**src/rtl/dsp_mac_seq.sv**
```systemverilog
// Dot-product sequencer for a DSP48-style MAC slice: issues operand pairs, steers OPMODE/CEP, returns P per packet.
// Optional macro DSP_MAC_SEQ_CARRY_EN adds the sticky RES_CARRY output.

module dsp_mac_seq #(
    parameter int LEN     = 8,
    parameter int OPM_DLY = 2,
    parameter int RES_DLY = 2
) (
    input  logic        CLK,
    input  logic        RSTN,
    input  logic        IN_VALID,
    output logic        IN_READY,
    input  logic [17:0] IN_A,
    input  logic [17:0] IN_B,
    output logic [17:0] A_OUT,
    output logic [17:0] B_OUT,
    output logic        CEAB_OUT,
    output logic [7:0]  OPMODE_OUT,
    output logic        CEP_OUT,
    input  logic [47:0] P_IN,
    input  logic        CARRYOUT_IN,
    output logic        RES_VALID,
    input  logic        RES_READY,
    output logic [47:0] RES_DATA,
    output logic        BUSY
`ifdef DSP_MAC_SEQ_CARRY_EN
    ,
    output logic        RES_CARRY
`endif
);

    localparam int CNT_W   = $clog2(LEN + 1);
    localparam int DRN_CYC = OPM_DLY + RES_DLY + 1;
    localparam int DRN_W   = $clog2(DRN_CYC + 1);

    localparam logic [CNT_W-1:0] LEN_C    = CNT_W'(LEN);
    localparam logic [DRN_W-1:0] DRN_LAST = DRN_W'(DRN_CYC - 1);

    localparam logic [7:0] OPM_LOAD = 8'h01;
    localparam logic [7:0] OPM_ACC  = 8'h09;

    localparam logic [1:0] S_IDLE  = 2'd0;
    localparam logic [1:0] S_RUN   = 2'd1;
    localparam logic [1:0] S_DRAIN = 2'd2;
    localparam logic [1:0] S_DONE  = 2'd3;

    logic [1:0]         r_state;
    logic [1:0]         w_state_nxt;
    logic [CNT_W-1:0]   r_cnt;
    logic [CNT_W-1:0]   w_cnt_inc;
    logic [DRN_W-1:0]   r_drn_cnt;
    logic               w_accept;
    logic               w_last;
    logic               w_drn_end;
    logic [OPM_DLY-1:0] r_vld_p;
    logic [OPM_DLY-1:0] r_first_p;

    assign w_accept  = IN_VALID & IN_READY;
    // In IDLE the count is treated as zero, so an accept on the first IDLE cycle is element 0.
    assign w_cnt_inc = ((r_state == S_IDLE) ? '0 : r_cnt) + CNT_W'(1);
    assign w_last    = w_accept && (w_cnt_inc == LEN_C);
    assign w_drn_end = (r_state == S_DRAIN) && (r_drn_cnt == DRN_LAST);

    assign BUSY      = (r_state != S_IDLE);
    assign RES_VALID = (r_state == S_DONE);

    always_comb begin
        w_state_nxt = r_state;
        case (r_state)
            S_IDLE:  if (w_accept) w_state_nxt = w_last ? S_DRAIN : S_RUN;
            S_RUN:   if (w_last) w_state_nxt = S_DRAIN;
            S_DRAIN: if (w_drn_end) w_state_nxt = S_DONE;
            S_DONE:  if (RES_READY) w_state_nxt = S_IDLE;
            default: w_state_nxt = S_IDLE;
        endcase
    end

    always_ff @(posedge CLK or negedge RSTN) begin
        if (!RSTN) begin
            r_state   <= S_IDLE;
            r_cnt     <= '0;
            r_drn_cnt <= '0;
            IN_READY  <= 1'b0;
            RES_DATA  <= '0;
        end else begin
            r_state  <= w_state_nxt;
            IN_READY <= (w_state_nxt == S_IDLE) || (w_state_nxt == S_RUN);
            if (w_accept)
                r_cnt <= w_cnt_inc;
            else if (r_state == S_IDLE)
                r_cnt <= '0;
            r_drn_cnt <= (r_state == S_DRAIN) ? r_drn_cnt + DRN_W'(1) : '0;
            if (w_drn_end)
                RES_DATA <= P_IN;
        end
    end

    // Issue stage, OPM_DLY-deep shift line, then OPMODE/CEP toward the post-adder
    always_ff @(posedge CLK or negedge RSTN) begin
        if (!RSTN) begin
            A_OUT      <= '0;
            B_OUT      <= '0;
            CEAB_OUT   <= 1'b0;
            r_vld_p    <= '0;
            r_first_p  <= '0;
            CEP_OUT    <= 1'b0;
            OPMODE_OUT <= 8'h00;
        end else begin
            CEAB_OUT <= w_accept;
            if (w_accept) begin
                A_OUT <= IN_A;
                B_OUT <= IN_B;
            end
            r_vld_p[0]   <= w_accept;
            r_first_p[0] <= w_accept && (r_state == S_IDLE);
            for (int i = 1; i < OPM_DLY; i++) begin
                r_vld_p[i]   <= r_vld_p[i-1];
                r_first_p[i] <= r_first_p[i-1];
            end
            CEP_OUT    <= r_vld_p[OPM_DLY-1];
            OPMODE_OUT <= (r_vld_p[OPM_DLY-1] && r_first_p[OPM_DLY-1]) ? OPM_LOAD : OPM_ACC;
        end
    end

`ifdef DSP_MAC_SEQ_CARRY_EN
    logic r_carry;

    always_ff @(posedge CLK or negedge RSTN) begin
        if (!RSTN)
            r_carry <= 1'b0;
        else if (w_accept && (r_state == S_IDLE))
            r_carry <= 1'b0;
        else if (CARRYOUT_IN && (CEP_OUT || (r_state == S_DRAIN)))
            r_carry <= 1'b1;
    end

    assign RES_CARRY = r_carry;
`else
    logic w_unused_carry;
    assign w_unused_carry = CARRYOUT_IN;
`endif

endmodule

```
**config.mk**
```make
export PLATFORM = sky130hd
export DESIGN_NAME = dsp_mac_seq
export DESIGN_NICKNAME = d
export VERILOG_FILES = /design/src/rtl/dsp_mac_seq.sv
export SDC_FILE = /design/constraint.sdc
export NUM_CORES = 1
export LEC_CHECK = 0
export CAP_MARGIN = 40
export CORE_MARGIN = 2
export CORE_UTILIZATION = 44
export CTS_CLUSTER_DIAMETER = 30
export DETAILED_ROUTE_END_ITERATION = 6
export HOLD_SLACK_MARGIN = 0.02
export PLACE_DENSITY = 0.82
export SLEW_MARGIN = 20
export SYNTH_ARGS = -nofsm -noshare
export SYNTH_HDL_FRONTEND = slang
export SYNTH_SLANG_ARGS = --single-unit
```
**constraint.sdc**
```tcl
create_clock -name CLK -period 3.25 [get_ports CLK]
set_input_delay 0.4875 -clock CLK [delete_from_list [all_inputs] [get_ports CLK]]
set_output_delay 0.4875 -clock CLK [all_outputs]
set_load 0.05 [all_outputs]
```
* Word-level counts from Yosys, hierarchy flattened
Index checks and enable logic that the tools add are counted.
** Cells by class
- Divide/modulo/power cells :: 0
- Reduce and logical (&&, ||, !) cells :: 8
- $mul :: 0
- $lt $le $gt $ge :: 0
- Equality and inequality tests :: 6
- Muxes and demuxes :: 10
- Shift operators :: 0
- Bitwise gates (word level) :: 1
- Add/subtract/negate cells :: 2
** Operators by type and width (number)
- 4-bit two-way mux :: 3
- 2-bit two-way mux :: 5
- 2-bit case mux with 4 select lines :: 1
- 4-bit by 1-bit adder with 4-bit output (second input constant) :: 1
- 2-bit by 1-bit equality test with 1-bit output (second input constant) :: 2
- 2-bit equality test (second input constant) :: 2
- 4-bit equality test (second input constant) :: 1
- 1-bit logical AND :: 4
- 2-bit logical NOT :: 2
- 3-bit by 1-bit adder with 3-bit output (second input constant) :: 1
- 3-bit equality test (second input constant) :: 1
- 3-bit two-way mux :: 1
- 2-bit nonzero test :: 1
- 1-bit AND :: 1
- 1-bit logical OR :: 1
** Storage, ports and cells
- Bits in read-only memories :: 0
- Memories kept :: 0
- Logic and storage cells :: 39
- Bits in registers :: 104
- Bits in latches :: 0
- RAM bits :: 0

* Depth between registers and ports, before layout
- Depth in word-level cells :: 10
- Mapped depth :: 6
- Gate-level depth less buffers :: 5

* Worst setup path after synthesis
OpenSTA, ideal clock, no wires.
- Path type :: register to output
- Start :: register r_state[1]
- End :: output RES_VALID
- Path buffers :: 1
- Arrival :: 1094 ps
- Stages on the path, launching flop included :: 3
- Setup slack :: 1668 ps
- Cell sequence :: dfrtp_1 > clkbuf_1 > and2_1
** On the way
- Cells in the longest elaborated chain, start to end :: 1
** Ends and longest elaborated chain
- start: declaration :: RTL line 47 : logic [1:0] r_state;
- start signal: assignment :: RTL line 86 : r_state <= w_state_nxt;
- 2-bit equality test :: RTL line 65 : assign RES_VALID = (r_state == S_DONE);
- end: declaration :: RTL line 22 : output logic RES_VALID,
No other way between the ends.

* Worst setup path in the final report
- Start :: register r_state[1]
- End :: output BUSY
** On the way
- Cells in the longest elaborated chain, start to end :: 1
** Ends and longest elaborated chain
- 2-bit nonzero test :: RTL line 64 : assign BUSY = (r_state != S_IDLE);
- end: declaration :: RTL line 25 : output logic BUSY
No other way between the ends.

==> results.cfg <==
[critical_path]
crit_path_start = r_state[1]
crit_type = flip-flop to primary output
path_max_fanout = 11
cp_data_required_time_ns = 2.76
cp_slowest_cell = clkdlybuf4s50_1
cp_data_arrival_time_ns = 2.00
crit_chain = nor2_1 > inv_1 > clkdlybuf4s50_1
crit_path_end_kind = primary output
cp-start-kind = flip-flop
slowest_delay_ns = 0.83
crit-reg2reg-launch = r_drn_cnt[0]

[clock_network]
root_buffer = clkbuf_8
hold_buffers = 0
clk_pin_slew_ns = 0.10
cts_tree = built
cts-resized-gates = 0
cts_inserted_buffers = 9
cts_buffer_depth = 2
clock-sinks = 101
cts_setup_buffers = 0
htreeDepth = 3
clock_latency_ns = 0.36

[yosys]
synthCells = 243
ys_seq_area_frac = 0.645
async_flop_share = 1.00
synth_area_um2 = 3920
synth-xor-area-share = 0.00894
synth_edf_count = 0
synth-main-ff-cell = dfrtp_1
yosys.area_share.simple = 0.0281
synth_warnings = 0
yosysUniqueCellTypes = 27
muxShareOfSynthArea = 0.261
yosys_register_bits = 101
synth_adder_area_share = 0.00639
synth-compound-area-share = 0.0115
avgSynthCellArea_um2 = 16.1
synth_top_family_by_area = multiplexers

[floorplanning]
initial_utilization = 0.451
die_area_um2 = 9670
die_x_um = 98.4
io_pins = 186
core_area_um2 = 8680
die_h_um = 98.4
row_count = 34

[timing]
rsz0062_at_grt = false
maxSlewHeadroom = 0.633
period_share = 0.764
hold_viol_final = 0
maxSlewViolCount = 0
tns_ns = 0
min_period_ns = 2.48
setup_ws_ns = 0.767
skew_ns = 0.0134
worst_slew_pin_slew_ns = 0.548
setup_viol = 0
fmax_ghz = 0.403

[global_route]
grt_pass1_wl_um = 13600
grt_max_degree = 102
gr-usage-all-layers = 0.179
grt_overflow = 0
antenna_found_initial = 0
grt_pass1_vias = 2741

[power_and_ir_drop]
power_switching_w = 0.00117
p_leak_nw = 2.60
pwr-share-comb = 0.321
seqPwrFrac = 0.433
power_density_nw_per_um2 = 577
ir_drop_v = 0.000231
swShare = 0.338
clkPwrFrac = 0.246
p_int_w = 0.00230

[finish]
n_antenna_cell = 0
drive_gt1_frac = 0.247
final_cell_mix = 177 x clkdlybuf4s50_1, 101 x dfrtp_1, 64 x mux2_2
synthToLayoutAreaGrowth_pct = 53.3
fin_nets = 515
layout_commonest_cell = clkdlybuf4s50_1

[placement]
gp_congestion = 0.714
post-place-ws_ns = 1.15
io_buffers = 178
dp_hpwl_um = 6250

[drt]
drtIter0Drc = 60
ant_nets = 0
first_pass_iters = 4
num_vias = 2565
post_drt_wl_per_cell_um = 15.7
wirelength_um = 8430
vias_per_cell = 4.78
drc_errors = 0

[run]
drv_cap = 0

[status]
status = finished, final reports clean

[min_path]
holdCritPathClass = primary input to asynchronous set/reset pin
[metal layers]
metal,global-route usage,part of all wire,vias up
met1,0.214,0.38,1264
met3,0.0723,0.085,14
met4,0.0643,0.019,0
met2,0.294,0.51,114
li1,-,-,1173
met5,0,0,-
[flip-flops by register name, summed over array words and instances, names as in the netlist, named ones only]
register    count
r_cnt           4
r_drn_cnt       3
CEP_OUT         1
IN_READY        1
B_OUT          18
r_first_p       2
RES_DATA       48
r_vld_p         2
r_state         1
A_OUT          18
OPMODE_OUT      2
[logic make-up after synthesis]
logic type               Yosys count
flip-flops                       101
multiplexers                      84
buffers and inverters             23
AND/OR/NAND/NOR                   20
AO/OA/AOI/OAI                      7
XOR/XNOR                           4
adder cells (fa/ha/maj)            2
other                              2
[metrics by stage]
step / cell area (um2) / cells / hold WS [ns] / util / total power (W)
2_1_floorplan: 3940 / 248 / 0.192 / - / 0.00221
6_report: 6010 / 537 / 0.170 / 0.692 / 0.00347
5_1_grt: 6010 / 537 / 0.217 / 0.692 / 0.00363
3_5_place_dp: 5790 / 521 / 0.340 / 0.667 / 0.00265
4_1_cts: 6010 / 537 / 0.193 / 0.692 / 0.00351
3_3_place_gp: 5760 / 520 / 0.337 / 0.664 / 0.00261
[worst max-delay path: cells and delay by family (launching register included)]
kind	cells	cell delay, ns
buffers and inverters	2	0.94
and+or+nand+nor	1	0.15
DFF	1	0.56
[final cells by class]
type,count,area (um2)
Multi-Input combinational cell,124,1260
Clock buffer,10,128
Fill cell,617,2670
Sequential cell,101,2530
Tap cell,108,135
Clock inverter,6,86.3
Inverter,6,22.5
Timing Repair Buffer,182,1840
[worst paths after layout]
| kind | cells after the start | slack (ns) | to |
|---|---|---|---|
| worst max-delay path | 3 | 0.77 | BUSY |
| worst min-delay path | 2 | 0.17 | RES_DATA[6] |
| worst max register to register | 5 | 1.49 | RES_DATA[18] |
| worst min register to register | 0 | 0.37 | r_first_p[1] |
| max in group asynchronous | 2 | 2.68 | r_drn_cnt[1] |
| min in group CLK | 0 | 0.37 | r_first_p[1] |
[cell usage after synthesis (2+ instances only)]
library cell	n	area, um2
buf_2	6	30.0
buf_4	6	45.0
buf_6	4	45.0
conb_1	2	7.51
dfrtp_1	101	2530
ha_1	2	25.0
inv_1	6	22.5
mux2_2	64	721
mux2_4	20	300
nand2_1	5	18.8
nand3_1	2	10.0
nor2_1	7	26.3
o21ai_0	2	10.0
xnor2_1	2	17.5
xor2_1	2	17.5
[power by group through the flow]
stage                     logic, W  registers [W]  clock network, W
after floorplan           0.000274        0.00194                 0
after global placement     0.00110        0.00152                 0
after detailed placement   0.00112        0.00153                 0
after CTS                  0.00112        0.00150          0.000880
after global routing       0.00116        0.00153          0.000944
final                      0.00111        0.00150          0.000853
(Power assumes the default switching activity.)
